===== config.mk =====
export PLATFORM = sky130hd
export DESIGN_NAME = fir_mac_engine
export DESIGN_NICKNAME = d
export VERILOG_FILES = /design/src/rtl/fir_mac_engine_pkg.sv /design/src/rtl/fir_round_sat.sv /design/src/rtl/fir_mac_engine.sv
export SDC_FILE = /design/constraint.sdc
export NUM_CORES = 1
export LEC_CHECK = 0
export CAP_MARGIN = 20
export CORE_ASPECT_RATIO = 0.6
export CORE_UTILIZATION = 45
export DETAILED_ROUTE_END_ITERATION = 16
export PLACE_DENSITY_LB_ADDON = 0.05
export SYNTH_ARGS = -nofsm -noshare
export SYNTH_HDL_FRONTEND = slang
export SYNTH_SLANG_ARGS = --single-unit

===== constraint.sdc =====
create_clock -name clk -period 8 [get_ports clk]
set_input_delay 2 -clock clk [delete_from_list [all_inputs] [get_ports clk]]
set_output_delay 2 -clock clk [all_outputs]
set_load 0.01 [all_outputs]

===== src/rtl/fir_mac_engine_pkg.sv =====
// Shared defaults, coefficient set and state type for the FIR MAC engine.
package fir_params;

  localparam int N_TAPS      = 16;
  localparam int IN_WIDTH    = 16;
  localparam int COEFF_WIDTH = 16;
  localparam int OUT_WIDTH   = 16;
  localparam int FRAC_BITS   = 15;

  // Symmetric Q1.15 low-pass; coefficient 0 sits in the most significant slot.
  localparam logic [N_TAPS*COEFF_WIDTH-1:0] FIR_COEFFS = {
    16'hFF38, 16'hFED4, 16'h0000, 16'h04B0, 16'h09C4, 16'h0FA0, 16'h1770, 16'h1F40,
    16'h1F40, 16'h1770, 16'h0FA0, 16'h09C4, 16'h04B0, 16'h0000, 16'hFED4, 16'hFF38
  };

  typedef enum logic [1:0] {
    ST_IDLE  = 2'd0,
    ST_MAC   = 2'd1,
    ST_ROUND = 2'd2,
    ST_HOLD  = 2'd3
  } fir_mac_state_t;

endpackage


===== src/rtl/fir_round_sat.sv =====
// Combinational round-half-up and saturate from accumulator width down to output width.
module fir_round_sat #(
  parameter int ACC_WIDTH = 36,
  parameter int OUT_WIDTH = 16,
  parameter int FRAC_BITS = 15
) (
  input  logic signed [ACC_WIDTH-1:0] acc_i,
  output logic signed [OUT_WIDTH-1:0] data_o,
  output logic                        sat_o
);

  localparam int OFS_BIT = (FRAC_BITS > 0) ? FRAC_BITS - 1 : 0;
  localparam logic signed [ACC_WIDTH:0] ROUND_OFS =
    (FRAC_BITS > 0) ? ((ACC_WIDTH+1)'(1) <<< OFS_BIT) : '0;
  localparam logic signed [ACC_WIDTH:0] SAT_MAX =
    {{(ACC_WIDTH+2-OUT_WIDTH){1'b0}}, {(OUT_WIDTH-1){1'b1}}};
  localparam logic signed [ACC_WIDTH:0] SAT_MIN =
    {{(ACC_WIDTH+2-OUT_WIDTH){1'b1}}, {(OUT_WIDTH-1){1'b0}}};

  logic signed [ACC_WIDTH:0] sum;
  logic signed [ACC_WIDTH:0] shifted;

  // One guard bit keeps the rounding offset from wrapping a near-full accumulator.
  assign sum     = {acc_i[ACC_WIDTH-1], acc_i} + ROUND_OFS;
  assign shifted = sum >>> FRAC_BITS;

  always_comb begin
    data_o = shifted[OUT_WIDTH-1:0];
    sat_o  = 1'b0;
    if (shifted > SAT_MAX) begin
      data_o = SAT_MAX[OUT_WIDTH-1:0];
      sat_o  = 1'b1;
    end else if (shifted < SAT_MIN) begin
      data_o = SAT_MIN[OUT_WIDTH-1:0];
      sat_o  = 1'b1;
    end
  end

endmodule


===== src/rtl/fir_mac_engine.sv =====
// Serial FIR dot-product engine: one shared multiplier walks the captured window,
// then the result is rounded, saturated and held on a ready/valid output.
module fir_mac_engine #(
  parameter int N_TAPS      = fir_params::N_TAPS,
  parameter int IN_WIDTH    = fir_params::IN_WIDTH,
  parameter int COEFF_WIDTH = fir_params::COEFF_WIDTH,
  parameter int OUT_WIDTH   = fir_params::OUT_WIDTH,
  parameter int FRAC_BITS   = fir_params::FRAC_BITS,
  parameter int ACC_WIDTH   = IN_WIDTH + COEFF_WIDTH + $clog2(N_TAPS),
  parameter logic [N_TAPS*COEFF_WIDTH-1:0] COEFFS = fir_params::FIR_COEFFS
) (
  input  logic                        clk,
  input  logic                        rst,
  input  logic [N_TAPS*IN_WIDTH-1:0]  taps_in,
  input  logic                        taps_valid,
  output logic                        taps_ready,
  output logic signed [OUT_WIDTH-1:0] out_data,
  output logic                        out_valid,
  input  logic                        out_ready,
  output logic                        sat_flag,
  output logic                        overrun,
  output logic                        busy
);

  import fir_params::*;

  localparam int PROD_WIDTH = IN_WIDTH + COEFF_WIDTH;
  localparam int IDX_WIDTH  = (N_TAPS > 1) ? $clog2(N_TAPS) : 1;
  localparam logic [IDX_WIDTH-1:0] LAST_IDX = IDX_WIDTH'(N_TAPS - 1);

  fir_mac_state_t                state_q, state_d;
  logic [N_TAPS*IN_WIDTH-1:0]    window_q, window_d;
  logic signed [ACC_WIDTH-1:0]   acc_q, acc_d;
  logic [IDX_WIDTH-1:0]          idx_q, idx_d;
  logic signed [OUT_WIDTH-1:0]   outData_q, outData_d;
  logic                          outValid_q, outValid_d;
  logic                          satFlag_q, satFlag_d;
  logic                          overrun_q;

  logic signed [IN_WIDTH-1:0]    curTap;
  logic signed [COEFF_WIDTH-1:0] curCoeff;
  logic signed [PROD_WIDTH-1:0]  product;
  logic signed [OUT_WIDTH-1:0]   roundData;
  logic                          roundSat;
  logic                          tapsReady;

  assign curTap   = window_q[(N_TAPS-1-int'(idx_q))*IN_WIDTH +: IN_WIDTH];
  assign curCoeff = COEFFS[(N_TAPS-1-int'(idx_q))*COEFF_WIDTH +: COEFF_WIDTH];
  assign product  = curTap * curCoeff;

  // Ready never looks at taps_valid, so only overrun depends on the offered window.
  assign tapsReady = (state_q == ST_IDLE) || ((state_q == ST_HOLD) && out_ready);

  fir_round_sat #(
    .ACC_WIDTH (ACC_WIDTH),
    .OUT_WIDTH (OUT_WIDTH),
    .FRAC_BITS (FRAC_BITS)
  ) u_round_sat (
    .acc_i  (acc_q),
    .data_o (roundData),
    .sat_o  (roundSat)
  );

  always_comb begin
    state_d    = state_q;
    window_d   = window_q;
    acc_d      = acc_q;
    idx_d      = idx_q;
    outData_d  = outData_q;
    outValid_d = outValid_q;
    satFlag_d  = satFlag_q;
    unique case (state_q)
      ST_IDLE: begin
        if (taps_valid) begin
          window_d = taps_in;
          acc_d    = '0;
          idx_d    = '0;
          state_d  = ST_MAC;
        end
      end
      ST_MAC: begin
        acc_d = acc_q + ACC_WIDTH'(product);
        if (idx_q == LAST_IDX) begin
          idx_d   = '0;
          state_d = ST_ROUND;
        end else begin
          idx_d = idx_q + 1'b1;
        end
      end
      ST_ROUND: begin
        outData_d  = roundData;
        satFlag_d  = roundSat;
        outValid_d = 1'b1;
        state_d    = ST_HOLD;
      end
      ST_HOLD: begin
        if (out_ready) begin
          outValid_d = 1'b0;
          state_d    = ST_IDLE;
          if (taps_valid) begin
            window_d = taps_in;
            acc_d    = '0;
            idx_d    = '0;
            state_d  = ST_MAC;
          end
        end
      end
      default: state_d = ST_IDLE;
    endcase
  end

  always_ff @(posedge clk) begin
    if (rst) begin
      state_q    <= ST_IDLE;
      window_q   <= '0;
      acc_q      <= '0;
      idx_q      <= '0;
      outData_q  <= '0;
      outValid_q <= 1'b0;
      satFlag_q  <= 1'b0;
      overrun_q  <= 1'b0;
    end else begin
      state_q    <= state_d;
      window_q   <= window_d;
      acc_q      <= acc_d;
      idx_q      <= idx_d;
      outData_q  <= outData_d;
      outValid_q <= outValid_d;
      satFlag_q  <= satFlag_d;
      overrun_q  <= taps_valid && !tapsReady;
    end
  end

  assign taps_ready = tapsReady;
  assign out_data   = outData_q;
  assign out_valid  = outValid_q;
  assign sat_flag   = satFlag_q;
  assign overrun    = overrun_q;
  assign busy       = (state_q != ST_IDLE);

endmodule


==> results.json <==
{
  "synth_area_leaders": "dfxtp_1 26%, fa_1 21%, nand2_1 11%",
  "syn_inst": 2829,
  "violations": "design-rule violations",
  "worst-slew-pin-transition_ns": 1.19,
  "drtAntennaViolNets": 0,
  "synth-edff-count": 0,
  "async_reset_ff_share_pct": 0,
  "min_path_type": "flip-flop to flip-flop",
  "cts_tree": "done",
  "synthFlopType": "dfxtp_1",
  "period_share_pct": 96.5,
  "tns_ns": 0,
  "clockBufferDepth": 3,
  "die-area_um2": 54700,
  "yosysSeqAreaShare_pct": 26.1,
  "yosys.area.top_type_share_pct": 26.1,
  "row_count": 65,
  "synth_seq_cells": 315,
  "hpwlAfterDp_mm": 57.8,
  "cts.sinks": 315,
  "cp.arrival_ns": 8.20,
  "nets": 3700,
  "cp.required_ns": 8.48,
  "grt_max_degree": 228,
  "htree_levels": 1,
  "cts.clk_slew.worst_paths_ns": 0.07,
  "avgViaCountPerCell": 5.34,
  "wl_mm": 73.8,
  "ys_types": 76,
  "drtIter0Drc": 1699,
  "die_h_um": 182,
  "path_delay_family": "adder cells",
  "first_pass_iters": 12,
  "holdBufCountCts": 0,
  "max_freq_mhz": 130,
  "cap_violations": 0,
  "grt_pass1_vias": 20400,
  "yosysTopAreaCell": "dfxtp_1",
  "whs_ns": 0.452,
  "antenna_found_initial": 0,
  "crit_path_max_fanout": 26,
  "cpMostUsedCell": "fa_1",
  "diodes": 0,
  "syn_avg_cell_area_um2": 8.55,
  "place_congestion": 0.979,
  "die_width_um": 301,
  "critPathLaunchType": "flip-flop",
  "slew_headroom_pct": 21.0,
  "cpPeakStageDelay_ns": 0.68,
  "synth_nets": 3472,
  "drive_gt1_share_pct": 8.47,
  "drc_errors": 10,
  "ff2ff_setup_slack_ns": 0.28,
  "boundaryPins": 281,
  "avgRoutedWirePerCell_um": 19.5,
  "cts_made_buffers": 31,
  "cts_root_buf": "clkbuf_16",
  "n_fill_cell": 4905,
  "clock_skew_ns": 0.0165,
  "syn_area_um2": 24200,
  "grt_usage_pct": 27.4,
  "grt_pass1_wl_mm": 116,
  "core_um2": 52900,
  "drv_slew": 0,
  "final-setup-viol-count": 0,
  "num_vias": 20200,
  "clk_latency_ns": 0.60,
  "rsz0062_at_grt": "false",
  "hold_viol_final": 0,
  "yosysWarnings": 0,
  "status": "finished with violations",
  "syn2layout_area_growth_pct": 20.1,
  "cpMaxStageDelayCell": "dfxtp_4",
  "numPortBuffers": 280,
  "critPathKind": "flip-flop to flip-flop",
  "overflow": 0,
  "start_util_pct": 45.8,
  "min_period_ns": 7.72,
  "cp_num_buf_inv": 7,
  "endpoint_kind": "flip-flop"
}
## cell usage after synthesis (all sizes together), types with 4 or more instances
cell and n:
xnor2 36, o21a 16, inv 361, or2 5, nor2 161, and2 8
clkbuf 125, nand2 690, xor2 25, nor3 18, o21ai 54, fa 253
and4 4, nand4 8, ha 130, a21oi 310, a22oi 15, mux2i 16
mux2 10, nor2b 17, a31oi 9, dfxtp 315, and3 16, a21o 12
buf 32, o211ai 19, nand3 29, mux4 67, a211oi 5, nand2b 20
## flip-flops by register name, indices dropped and copies added (netlist names)
signal	flops
state_q	2
out_data	16
out_valid	1
idx_q	4
acc_q	34
window_q	256
sat_flag	1
overrun	1
## routing by layer
| metal | vias up | wire, um | track usage (%) |
|---|---|---|---|
| met5 | - | 0 | 0 |
| met4 | 0 | 1020 | 4.24 |
| met2 | 639 | 31100 | 39.8 |
| li1 | 9516 | - | - |
| met1 | 9994 | 36300 | 42.8 |
| met3 | 53 | 5340 | 4.51 |
## through the flow
step                      util (%)  area [um^2]  instances  worst slack, ns
after detailed placement      52.7        27900       3723            0.122
after global routing          55.0        29100       3785           0.0171
after CTS                     54.8        29000       3781           0.0868
after floorplan                  -        24200       2829            0.609
final                         55.0        29100       3785            0.281
after global placement        52.7        27900       3722            0.240
## cell families after synthesis
family          Yosys count  share of synthesized area, %
compound gates          469                          11.4
mux                      93                          7.36
flops                   315                          26.1
buf+inv                 519                          8.41
fa+ha+maj               384                          27.7
xor+xnor                 61                          2.32
simple gates            988                          16.8
## final cells by class
class                      count  area [um^2]  share of cell area (%)
multi-input combinational   1995        15900                    54.7
inverter                     362         1360                    4.69
sequential                   315         6310                    21.7
clock inverter                19          215                   0.740
clock buffer                  39          886                    3.05
timing repair buffer         352         3500                    12.0
tap                          703          880                    3.03
## worst register-to-register path, stage by stage, from the launching register on
cell and delay (ns):
dfxtp_4 0.68, buf_12 0.29, mux4_2 0.47, mux2i_1 0.32, nand2_1 0.13, o21ai_1 0.11, buf_4 0.19, nor2_1 0.09
fa_1 0.51, fa_1 0.55, inv_1 0.05, fa_1 0.49, inv_1 0.05, fa_1 0.46, fa_1 0.54, inv_1 0.05
fa_1 0.52, inv_1 0.04, ha_1 0.39, a21oi_1 0.29, o21ai_0 0.26, o2111ai_1 0.29, o41ai_2 0.13, buf_4 0.17
o21ai_0 0.26, mux2i_1 0.22, nand2_1 0.06
## worst paths after layout
check                      from             to  depth (start not counted)
setup / recovery       idx_q[2]      acc_q[31]                         26
hold / removal    window_q[224]  window_q[224]                          2
hold reg to reg   window_q[224]  window_q[224]                          2
setup reg to reg       idx_q[2]      acc_q[31]                         26
## placed cells by master, fill, tap and decap left out, drive strengths merged, types with 9 or more instances in the layout
cell type      count
nor3              18
nand2b            20
buf               71
o21ai             54
dfxtp            315
nand3             29
xnor2             36
clkbuf            41
mux2              10
o21a              16
o211ai            19
nor2             161
ha               130
a21o              12
and3              16
nor2b             17
clkdlybuf4s50    279
mux2i             16
xor2              25
inv              364
clkinv            11
a22oi             15
mux4              67
a21oi            310
a31oi              9
nand2            690
fa               253
## what timing repair did
action / in CTS / in global routing
endpoints found under the setup margin: 0 / 14
resized for setup: 0 / 8
buffers inserted: 0 / 2
Power is not shown: default switching activity piles up to over one toggle a cycle in this logic, so the estimate is an artifact.
